$ cat src/rtl/apb_ucpd_tx_fsm_if.sv
// Handshake bundle between the UCPD TX sequencer and its SW/PHY-side driver.
// The master drives commands and bit timing; the slave (the sequencer) drives phase enables and pulses.
interface apb_ucpd_tx_fsm_if;
    logic       ucpd_en;
    logic       bit_clk_red;
    logic       transmit_en;
    logic       tx_hrst;
    logic [1:0] tx_mode;
    logic [9:0] tx_paysz;

    logic       pre_en;
    logic       sop_en;
    logic       data_en;
    logic       crc_en;
    logic       eop_en;
    logic       bmc_en;
    logic       bist_en;
    logic       tx_sop_cmplt;
    logic       tx_data_cmplt;
    logic       tx_crc_cmplt;
    logic       tx_eop_cmplt;
    logic       tx_wait_cmplt;
    logic       txfifo_ld_en;
    logic       txdr_req;
    logic       tx_msg_disc;
    logic       tx_hrst_disc;
    logic       tx_busy;

    modport master (
        output ucpd_en, bit_clk_red, transmit_en, tx_hrst, tx_mode, tx_paysz,
        input  pre_en, sop_en, data_en, crc_en, eop_en, bmc_en, bist_en,
               tx_sop_cmplt, tx_data_cmplt, tx_crc_cmplt, tx_eop_cmplt, tx_wait_cmplt,
               txfifo_ld_en, txdr_req, tx_msg_disc, tx_hrst_disc, tx_busy
    );

    modport slave (
        input  ucpd_en, bit_clk_red, transmit_en, tx_hrst, tx_mode, tx_paysz,
        output pre_en, sop_en, data_en, crc_en, eop_en, bmc_en, bist_en,
               tx_sop_cmplt, tx_data_cmplt, tx_crc_cmplt, tx_eop_cmplt, tx_wait_cmplt,
               txfifo_ld_en, txdr_req, tx_msg_disc, tx_hrst_disc, tx_busy
    );
endinterface

$ cat src/rtl/apb_ucpd_tx_fsm.sv
// USB-PD UCPD transmit sequencer: turns SW send / hard-reset commands into one-hot
// phase enables, completion pulses, TX byte handshakes and discard indications.
module apb_ucpd_tx_fsm #(
    parameter int IFG_BITS = 30
) (
    input logic               ic_clk,
    input logic               ic_rst_n,
    apb_ucpd_tx_fsm_if.slave  bus
);
    typedef enum logic [2:0] {S_IDLE, S_PRE, S_SOP, S_DATA, S_CRC, S_EOP, S_WAIT} state_t;

    localparam logic [6:0] L_WAIT_LAST = 7'(IFG_BITS - 1);

    state_t     r_state, w_state_nxt;
    logic [6:0] r_cnt, w_cnt_nxt;
    logic [9:0] r_loaded, w_loaded_nxt;
    logic [9:0] r_paysz, w_paysz_nxt;
    logic [1:0] r_mode, w_mode_nxt;
    logic       r_hrst_act, w_hrst_act_nxt;
    logic       r_crst_act, w_crst_act_nxt;
    logic       r_sop_cmplt, w_sop_cmplt_nxt;
    logic       r_data_cmplt, w_data_cmplt_nxt;
    logic       r_crc_cmplt, w_crc_cmplt_nxt;
    logic       r_eop_cmplt, w_eop_cmplt_nxt;
    logic       r_wait_cmplt, w_wait_cmplt_nxt;
    logic       r_ld_en, w_ld_en_nxt;
    logic       r_txdr_req, w_txdr_req_nxt;
    logic       r_msg_disc, w_msg_disc_nxt;
    logic       r_hrst_disc, w_hrst_disc_nxt;
    logic       r_te_q, r_te_d, r_hr_q, r_hr_d;
    logic       w_te_rise, w_hr_rise, w_bist, w_busy, w_bit;

    assign w_te_rise = r_te_q & ~r_te_d;
    assign w_hr_rise = r_hr_q & ~r_hr_d;
    assign w_bist    = (r_mode == 2'b10);
    assign w_busy    = (r_state != S_IDLE);
    assign w_bit     = bus.bit_clk_red;

    always_ff @(posedge ic_clk or negedge ic_rst_n) begin
        if (!ic_rst_n) begin
            r_state      <= S_IDLE;
            r_cnt        <= '0;
            r_loaded     <= '0;
            r_paysz      <= '0;
            r_mode       <= '0;
            r_hrst_act   <= 1'b0;
            r_crst_act   <= 1'b0;
            r_sop_cmplt  <= 1'b0;
            r_data_cmplt <= 1'b0;
            r_crc_cmplt  <= 1'b0;
            r_eop_cmplt  <= 1'b0;
            r_wait_cmplt <= 1'b0;
            r_ld_en      <= 1'b0;
            r_txdr_req   <= 1'b0;
            r_msg_disc   <= 1'b0;
            r_hrst_disc  <= 1'b0;
            r_te_q       <= 1'b0;
            r_te_d       <= 1'b0;
            r_hr_q       <= 1'b0;
            r_hr_d       <= 1'b0;
        end else begin
            r_state      <= w_state_nxt;
            r_cnt        <= w_cnt_nxt;
            r_loaded     <= w_loaded_nxt;
            r_paysz      <= w_paysz_nxt;
            r_mode       <= w_mode_nxt;
            r_hrst_act   <= w_hrst_act_nxt;
            r_crst_act   <= w_crst_act_nxt;
            r_sop_cmplt  <= w_sop_cmplt_nxt;
            r_data_cmplt <= w_data_cmplt_nxt;
            r_crc_cmplt  <= w_crc_cmplt_nxt;
            r_eop_cmplt  <= w_eop_cmplt_nxt;
            r_wait_cmplt <= w_wait_cmplt_nxt;
            r_ld_en      <= w_ld_en_nxt;
            r_txdr_req   <= w_txdr_req_nxt;
            r_msg_disc   <= w_msg_disc_nxt;
            r_hrst_disc  <= w_hrst_disc_nxt;
            r_te_q       <= bus.transmit_en;
            r_te_d       <= r_te_q;
            r_hr_q       <= bus.tx_hrst;
            r_hr_d       <= r_hr_q;
        end
    end

    // Phase progression first; later blocks override it in rising priority
    // (transmit_en rise, then tx_hrst rise, then ucpd_en low).
    always_comb begin
        w_state_nxt      = r_state;
        w_cnt_nxt        = w_bit ? r_cnt + 7'd1 : r_cnt;
        w_loaded_nxt     = r_loaded;
        w_paysz_nxt      = r_paysz;
        w_mode_nxt       = r_mode;
        w_hrst_act_nxt   = r_hrst_act;
        w_crst_act_nxt   = r_crst_act;
        w_sop_cmplt_nxt  = 1'b0;
        w_data_cmplt_nxt = 1'b0;
        w_crc_cmplt_nxt  = 1'b0;
        w_eop_cmplt_nxt  = 1'b0;
        w_wait_cmplt_nxt = 1'b0;
        w_ld_en_nxt      = 1'b0;
        w_txdr_req_nxt   = r_ld_en && (r_loaded < r_paysz);
        w_msg_disc_nxt   = 1'b0;
        w_hrst_disc_nxt  = 1'b0;

        case (r_state)
            S_IDLE: w_cnt_nxt = '0;
            S_PRE: begin
                // BIST keeps wrapping the 7-bit counter while SW holds transmit_en
                if (w_bit && r_cnt == 7'd127 && !(w_bist && r_te_q)) begin
                    w_cnt_nxt   = '0;
                    w_state_nxt = w_bist ? S_IDLE : S_SOP;
                    if (w_bist) w_mode_nxt = '0;
                end
            end
            S_SOP: begin
                if (w_bit && r_cnt == 7'd19) begin
                    w_cnt_nxt       = '0;
                    w_sop_cmplt_nxt = 1'b1;
                    if (r_hrst_act || r_crst_act) begin
                        w_state_nxt = S_WAIT;
                    end else if (r_paysz == '0) begin
                        w_state_nxt      = S_CRC;
                        w_data_cmplt_nxt = 1'b1;
                    end else begin
                        w_state_nxt  = S_DATA;
                        w_ld_en_nxt  = 1'b1;
                        w_loaded_nxt = 10'd1;
                    end
                end
            end
            S_DATA: begin
                // The counter tracks bits within the current byte only
                if (w_bit && r_cnt == 7'd9) begin
                    w_cnt_nxt = '0;
                    if (r_loaded >= r_paysz) begin
                        w_state_nxt      = S_CRC;
                        w_data_cmplt_nxt = 1'b1;
                    end else begin
                        w_ld_en_nxt  = 1'b1;
                        w_loaded_nxt = r_loaded + 10'd1;
                    end
                end
            end
            S_CRC: begin
                if (w_bit && r_cnt == 7'd39) begin
                    w_cnt_nxt       = '0;
                    w_state_nxt     = S_EOP;
                    w_crc_cmplt_nxt = 1'b1;
                end
            end
            S_EOP: begin
                if (w_bit && r_cnt == 7'd4) begin
                    w_cnt_nxt       = '0;
                    w_state_nxt     = S_WAIT;
                    w_eop_cmplt_nxt = 1'b1;
                end
            end
            S_WAIT: begin
                if (w_bit && r_cnt == L_WAIT_LAST) begin
                    w_cnt_nxt        = '0;
                    w_state_nxt      = S_IDLE;
                    w_wait_cmplt_nxt = 1'b1;
                    w_hrst_act_nxt   = 1'b0;
                    w_crst_act_nxt   = 1'b0;
                    w_loaded_nxt     = '0;
                    w_mode_nxt       = '0;
                end
            end
            default: begin
                w_state_nxt = S_IDLE;
                w_cnt_nxt   = '0;
            end
        endcase

        if (w_te_rise) begin
            if (w_busy || w_hr_rise) begin
                w_msg_disc_nxt = 1'b1;
            end else if (bus.tx_mode == 2'b11) begin
                w_msg_disc_nxt = 1'b1;
            end else begin
                w_state_nxt    = S_PRE;
                w_cnt_nxt      = '0;
                w_mode_nxt     = bus.tx_mode;
                w_paysz_nxt    = bus.tx_paysz;
                w_loaded_nxt   = '0;
                w_hrst_act_nxt = 1'b0;
                w_crst_act_nxt = (bus.tx_mode == 2'b01);
                w_txdr_req_nxt = (bus.tx_mode == 2'b00) && (bus.tx_paysz != '0);
            end
        end

        if (w_hr_rise) begin
            if (r_hrst_act || r_crst_act) begin
                w_hrst_disc_nxt = 1'b1;
            end else begin
                w_state_nxt      = S_PRE;
                w_cnt_nxt        = '0;
                w_mode_nxt       = '0;
                w_paysz_nxt      = '0;
                w_loaded_nxt     = '0;
                w_hrst_act_nxt   = 1'b1;
                w_crst_act_nxt   = 1'b0;
                w_sop_cmplt_nxt  = 1'b0;
                w_data_cmplt_nxt = 1'b0;
                w_crc_cmplt_nxt  = 1'b0;
                w_eop_cmplt_nxt  = 1'b0;
                w_wait_cmplt_nxt = 1'b0;
                w_ld_en_nxt      = 1'b0;
                w_txdr_req_nxt   = 1'b0;
            end
        end

        if (!bus.ucpd_en) begin
            w_state_nxt      = S_IDLE;
            w_cnt_nxt        = '0;
            w_loaded_nxt     = '0;
            w_paysz_nxt      = '0;
            w_mode_nxt       = '0;
            w_hrst_act_nxt   = 1'b0;
            w_crst_act_nxt   = 1'b0;
            w_sop_cmplt_nxt  = 1'b0;
            w_data_cmplt_nxt = 1'b0;
            w_crc_cmplt_nxt  = 1'b0;
            w_eop_cmplt_nxt  = 1'b0;
            w_wait_cmplt_nxt = 1'b0;
            w_ld_en_nxt      = 1'b0;
            w_txdr_req_nxt   = 1'b0;
            w_msg_disc_nxt   = 1'b0;
            w_hrst_disc_nxt  = 1'b0;
        end
    end

    assign bus.pre_en        = (r_state == S_PRE);
    assign bus.sop_en        = (r_state == S_SOP);
    assign bus.data_en       = (r_state == S_DATA);
    assign bus.crc_en        = (r_state == S_CRC);
    assign bus.eop_en        = (r_state == S_EOP);
    assign bus.bmc_en        = (r_state != S_IDLE) && (r_state != S_WAIT);
    assign bus.bist_en       = (r_state == S_PRE) && w_bist;
    assign bus.tx_sop_cmplt  = r_sop_cmplt;
    assign bus.tx_data_cmplt = r_data_cmplt;
    assign bus.tx_crc_cmplt  = r_crc_cmplt;
    assign bus.tx_eop_cmplt  = r_eop_cmplt;
    assign bus.tx_wait_cmplt = r_wait_cmplt;
    assign bus.txfifo_ld_en  = r_ld_en;
    assign bus.txdr_req      = r_txdr_req;
    assign bus.tx_msg_disc   = r_msg_disc;
    assign bus.tx_hrst_disc  = r_hrst_disc;
    assign bus.tx_busy       = w_busy;
endmodule

$ cat src/flat_wrapper.sv
// flat-port wrapper written by rule: the top's interface ports become plain ports
module apb_ucpd_tx_fsm_flat 
#(
    parameter int IFG_BITS = 30
)
  (ic_clk, ic_rst_n, bus_ucpd_en, bus_bit_clk_red, bus_transmit_en, bus_tx_hrst, bus_tx_mode, bus_tx_paysz, bus_pre_en, bus_sop_en, bus_data_en, bus_crc_en, bus_eop_en, bus_bmc_en, bus_bist_en, bus_tx_sop_cmplt, bus_tx_data_cmplt, bus_tx_crc_cmplt, bus_tx_eop_cmplt, bus_tx_wait_cmplt, bus_txfifo_ld_en, bus_txdr_req, bus_tx_msg_disc, bus_tx_hrst_disc, bus_tx_busy);
  apb_ucpd_tx_fsm_if bus_i ();
  input logic ic_clk;
  input logic ic_rst_n;
  input wire logic [$bits(bus_i.ucpd_en)-1:0] bus_ucpd_en;
  input wire logic [$bits(bus_i.bit_clk_red)-1:0] bus_bit_clk_red;
  input wire logic [$bits(bus_i.transmit_en)-1:0] bus_transmit_en;
  input wire logic [$bits(bus_i.tx_hrst)-1:0] bus_tx_hrst;
  input wire logic [$bits(bus_i.tx_mode)-1:0] bus_tx_mode;
  input wire logic [$bits(bus_i.tx_paysz)-1:0] bus_tx_paysz;
  output wire logic [$bits(bus_i.pre_en)-1:0] bus_pre_en;
  output wire logic [$bits(bus_i.sop_en)-1:0] bus_sop_en;
  output wire logic [$bits(bus_i.data_en)-1:0] bus_data_en;
  output wire logic [$bits(bus_i.crc_en)-1:0] bus_crc_en;
  output wire logic [$bits(bus_i.eop_en)-1:0] bus_eop_en;
  output wire logic [$bits(bus_i.bmc_en)-1:0] bus_bmc_en;
  output wire logic [$bits(bus_i.bist_en)-1:0] bus_bist_en;
  output wire logic [$bits(bus_i.tx_sop_cmplt)-1:0] bus_tx_sop_cmplt;
  output wire logic [$bits(bus_i.tx_data_cmplt)-1:0] bus_tx_data_cmplt;
  output wire logic [$bits(bus_i.tx_crc_cmplt)-1:0] bus_tx_crc_cmplt;
  output wire logic [$bits(bus_i.tx_eop_cmplt)-1:0] bus_tx_eop_cmplt;
  output wire logic [$bits(bus_i.tx_wait_cmplt)-1:0] bus_tx_wait_cmplt;
  output wire logic [$bits(bus_i.txfifo_ld_en)-1:0] bus_txfifo_ld_en;
  output wire logic [$bits(bus_i.txdr_req)-1:0] bus_txdr_req;
  output wire logic [$bits(bus_i.tx_msg_disc)-1:0] bus_tx_msg_disc;
  output wire logic [$bits(bus_i.tx_hrst_disc)-1:0] bus_tx_hrst_disc;
  output wire logic [$bits(bus_i.tx_busy)-1:0] bus_tx_busy;
  assign bus_i.ucpd_en = bus_ucpd_en;
  assign bus_i.bit_clk_red = bus_bit_clk_red;
  assign bus_i.transmit_en = bus_transmit_en;
  assign bus_i.tx_hrst = bus_tx_hrst;
  assign bus_i.tx_mode = bus_tx_mode;
  assign bus_i.tx_paysz = bus_tx_paysz;
  assign bus_pre_en = bus_i.pre_en;
  assign bus_sop_en = bus_i.sop_en;
  assign bus_data_en = bus_i.data_en;
  assign bus_crc_en = bus_i.crc_en;
  assign bus_eop_en = bus_i.eop_en;
  assign bus_bmc_en = bus_i.bmc_en;
  assign bus_bist_en = bus_i.bist_en;
  assign bus_tx_sop_cmplt = bus_i.tx_sop_cmplt;
  assign bus_tx_data_cmplt = bus_i.tx_data_cmplt;
  assign bus_tx_crc_cmplt = bus_i.tx_crc_cmplt;
  assign bus_tx_eop_cmplt = bus_i.tx_eop_cmplt;
  assign bus_tx_wait_cmplt = bus_i.tx_wait_cmplt;
  assign bus_txfifo_ld_en = bus_i.txfifo_ld_en;
  assign bus_txdr_req = bus_i.txdr_req;
  assign bus_tx_msg_disc = bus_i.tx_msg_disc;
  assign bus_tx_hrst_disc = bus_i.tx_hrst_disc;
  assign bus_tx_busy = bus_i.tx_busy;
  apb_ucpd_tx_fsm #(.IFG_BITS(IFG_BITS)) u_core (.ic_clk(ic_clk), .ic_rst_n(ic_rst_n), .bus(bus_i));
endmodule
$ cat config.mk
export PLATFORM = sky130hd
export DESIGN_NAME = apb_ucpd_tx_fsm_flat
export DESIGN_NICKNAME = d
export VERILOG_FILES = /design/src/rtl/apb_ucpd_tx_fsm_if.sv /design/src/rtl/apb_ucpd_tx_fsm.sv /design/src/flat_wrapper.sv
export SDC_FILE = /design/constraint.sdc
export NUM_CORES = 1
export LEC_CHECK = 0
export ABC_AREA = 0
export BUFFER_PORTS_ARGS = -buffer_cell sky130_fd_sc_hd__buf_2
export CORE_MARGIN = 3
export CORE_UTILIZATION = 58
export CTS_BUF_LIST = sky130_fd_sc_hd__clkbuf_16
export CTS_CLUSTER_DIAMETER = 200
export DETAILED_ROUTE_END_ITERATION = 12
export GPL_TIMING_DRIVEN = 0
export HOLD_SLACK_MARGIN = 0.08
export PLACE_DENSITY = 0.8
export SYNTH_ARGS = -nofsm -noshare
export SYNTH_HDL_FRONTEND = slang
export SYNTH_SLANG_ARGS = --single-unit
$ cat constraint.sdc
create_clock -name ic_clk -period 3.1 [get_ports ic_clk]
set_clock_uncertainty 0.2 [all_clocks]
set_input_delay 0.62 -clock ic_clk [delete_from_list [all_inputs] [get_ports ic_clk]]
set_output_delay 0.62 -clock ic_clk [all_outputs]
set_load 0.03 [all_outputs]
==> results.toml <==
[outcome]
run_status = "finished clean"

[place]
placed_cell_area_um2 = 3110
gp_congestion = 0.9004
dpl.hpwl_um = 5453
io_buffer_count = 34

[final_layout]
syn_to_final_growth_pct = 14.53
fin_area_um2 = 3274
nets = 401
antenna_cells = 0
drive_gt1_share_pct = 14.86

[synthesis]
synth_area_per_cell_um2 = 8.716
yosysMostFrequentCell = "dfrtp_1"
async_reset_ff_share_pct = 100.0
synth.top_cells.by_count = "47 x dfrtp_1, 36 x nand2_1, 30 x nor2_1, 20 x a21oi_1, 19 x nand3_1"
yosysTopAreaCellShare_pct = 41.14
syn_area_um2 = 2859
yosys-top-cells-area = "dfrtp_1 41%, ha_1 6.1%, nand2_1 4.7%, nor2_1 3.9%, a21oi_1 3.5%"
syn_inst = 328
synth_warnings = 0
synth_largest_area_cell = "dfrtp_1"
syn-num-nets = 360
ys_seq_elements = 47
synthFlopType = "dfrtp_1"
ys_types = 54
synth_seq_area_share_pct = 41.14
synth-edff-count = 0

[setup_path]
cp-end-kind = "flip-flop"
crit_arrival_ns = 2.84
path_class = "flip-flop to flip-flop"
start_kind = "flip-flop"
path_max_fanout = 6
crit_required_ns = 3.08

[die]
dieWidth_um = 76.21
die_y_um = 76.21
start_util_pct = 62.64
placementRows = 24
dieArea_um2 = 5808
pin_count = 35
core_area_um2 = 4564

[timing]
finalSetupViolCount = 0
hold_violations = 0
drv_slew = 0
finalSetupTns_ns = 0
min_period_ns = 2.855
tightest_slew_ns = 1.050
post-route-period-util_pct = 92.10
relSlewSlack_pct = 30.01
rsz0062_at_grt = "false"
fmax_ghz = 0.3503

[detailed_routing]
wire_per_inst_um = 17.43
antenna_left = 0
firstDrtPassIters = 6
routed_wl_um = 7581
viasPerCell = 6.324
num_vias = 2751
drc = 0
drtIter0Drc = 291

[pwr]
vdd_drop_max_mv = 0.3435
powerDensity_nw_per_um2 = 407.7
leakage_nw = 1.406

[global_routing]
use_met2_pct = 44.11
grt_pass1_wl_um = 12600
globalRouteOverflowTotal = 0
grt.busiest_layer = "met2"
met3_usage_pct = 3.310
grtUsageTotal_pct = 26.77
grt_pass1_vias = 2650
met1_usage_pct = 36.48
antenna_found_initial = 0
grt_max_degree = 48

[clocking]
clk_pin_slew_ns = 0.07
insertion_delay_ns = 0.29
cts_tree = "yes"
cts_max_level = 2
root_buffer = "clkbuf_16"
numCtsBuffers = 5
clkSinkCount = 47
cts_setup_buffers = 0
clock_path_buffers = 2

[run]
maxCapViolations = 0

[min_path]
min_path_type = "flip-flop to flip-flop"
## per-layer routing
layer	vias up	wire length, µm
met4	0	161
met3	22	460
met2	134	3711
met5	-	0
li1	1294	-
met1	1301	3247
## stage by stage
step | util (%) | total power (W) | hold slack (ns) | setup slack [ns] | std cells
2_1_floorplan | - | 0.0007387 | 0.1244 | 0.4255 | 328
3_3_place_gp | 68.15 | 0.0008000 | 0.1833 | -0.01273 | 427
3_5_place_dp | 68.15 | 0.0008052 | 0.1915 | -0.2537 | 427
4_1_cts | 71.44 | 0.001334 | 0.2059 | 0.02990 | 435
5_1_grt | 71.74 | 0.001389 | 0.2314 | 0.01768 | 435
6_report | 71.74 | 0.001335 | 0.2074 | 0.2449 | 435
## sequential cells by signal (all words and copies together) (netlist names), 2 cells and up
signal and count:
u_core.r_cnt 7, u_core.r_loaded 10, u_core.r_mode 2, u_core.r_paysz 10, u_core.r_state 3
## path summary, 6_finish.rpt
kind	slack, ns	endpoint	start	cells past startpoint
worst max-delay path	0.24	u_core.r_loaded[5]$_DFF_PN0_	u_core.r_cnt[1]$_DFF_PN0_	8
worst min-delay path	0.21	u_core.r_hr_d$_DFF_PN0_	u_core.r_hr_q$_DFF_PN0_	0
worst max register to register	0.24	u_core.r_loaded[5]$_DFF_PN0_	u_core.r_cnt[1]$_DFF_PN0_	8
worst min register to register	0.21	u_core.r_hr_d$_DFF_PN0_	u_core.r_hr_q$_DFF_PN0_	0
max in group asynchronous	1.73	u_core.r_loaded[0]$_DFF_PN0_	ic_rst_n	1
min in group asynchronous	0.32	u_core.r_paysz[3]$_DFF_PN0_	ic_rst_n	1
## where the power goes
part           total [W]  internal (W)  switching [W]
Sequential      0.000631      0.000624     0.00000736
Combinational   0.000172     0.0000507       0.000122
Clock           0.000531      0.000298       0.000234
Total            0.00134      0.000972       0.000363
## layout by cell type, fill, tap and decap left out, types with 2 or more instances in the layout
cell type   n
a211oi_1    2
a21oi_1    20
a22oi_1     3
a311oi_1    3
a31o_2      3
a31oi_1     6
and2_1      6
and3_1      5
and4_1      4
buf_2      37
clkbuf_1    9
clkbuf_16   5
clkinv_1    2
dfrtp_1    47
ha_1       14
inv_1      18
nand2_1    36
nand2b_1    4
nand3_1    19
nand3b_1    3
nand4_1    13
nor2_1     30
nor2b_1     4
nor3_1      7
nor3b_1     5
nor4_1      5
o211ai_1    7
o21ai_0     9
o22ai_1     4
o31ai_1     3
or2_2       2
or3_1       3
or4_1       3
xnor2_1     3
xor2_1      3
## cells by family (layout without fill, tap and decap cells)
| family | Yosys count | in the layout | share of synthesized area, % |
|---|---|---|---|
| xor+xnor | 6 | 6 | 1.838 |
| compound gates | 70 | 70 | 16.32 |
| fa+ha+maj | 14 | 14 | 6.127 |
| mux | 1 | 1 | 0.3501 |
| buf+inv | 33 | 75 | 4.463 |
| flops | 47 | 47 | 41.14 |
| simple gates | 157 | 157 | 29.76 |
## critical path: stages, from the launching register on
cell       delay [ns]
dfrtp_1          0.42
inv_1            0.10
ha_1             0.19
nand4bb_4        0.14
or4b_1           0.47
buf_2            0.17
nor3_1           0.59
a31oi_1          0.18
a311oi_1         0.29
## layout make-up
class                           instances  area [µm²]
Multi-Input combinational cell        248        1573
Timing Repair Buffer                   34       170.2
Clock inverter                          3       20.02
Clock buffer                            5       125.1
Fill cell                             355        1290
Buffer                                 14       57.56
Inverter                               19       71.32
Tap cell                               65       81.33
Sequential cell                        47        1176
## timing repair
action                                  in CTS  in global routing
pin swaps                                    0                  0
gates resized for setup                      1                  3
endpoints found under the setup margin      11                  9
hold buffers                                 0                  0
(Power assumes the default switching activity.)
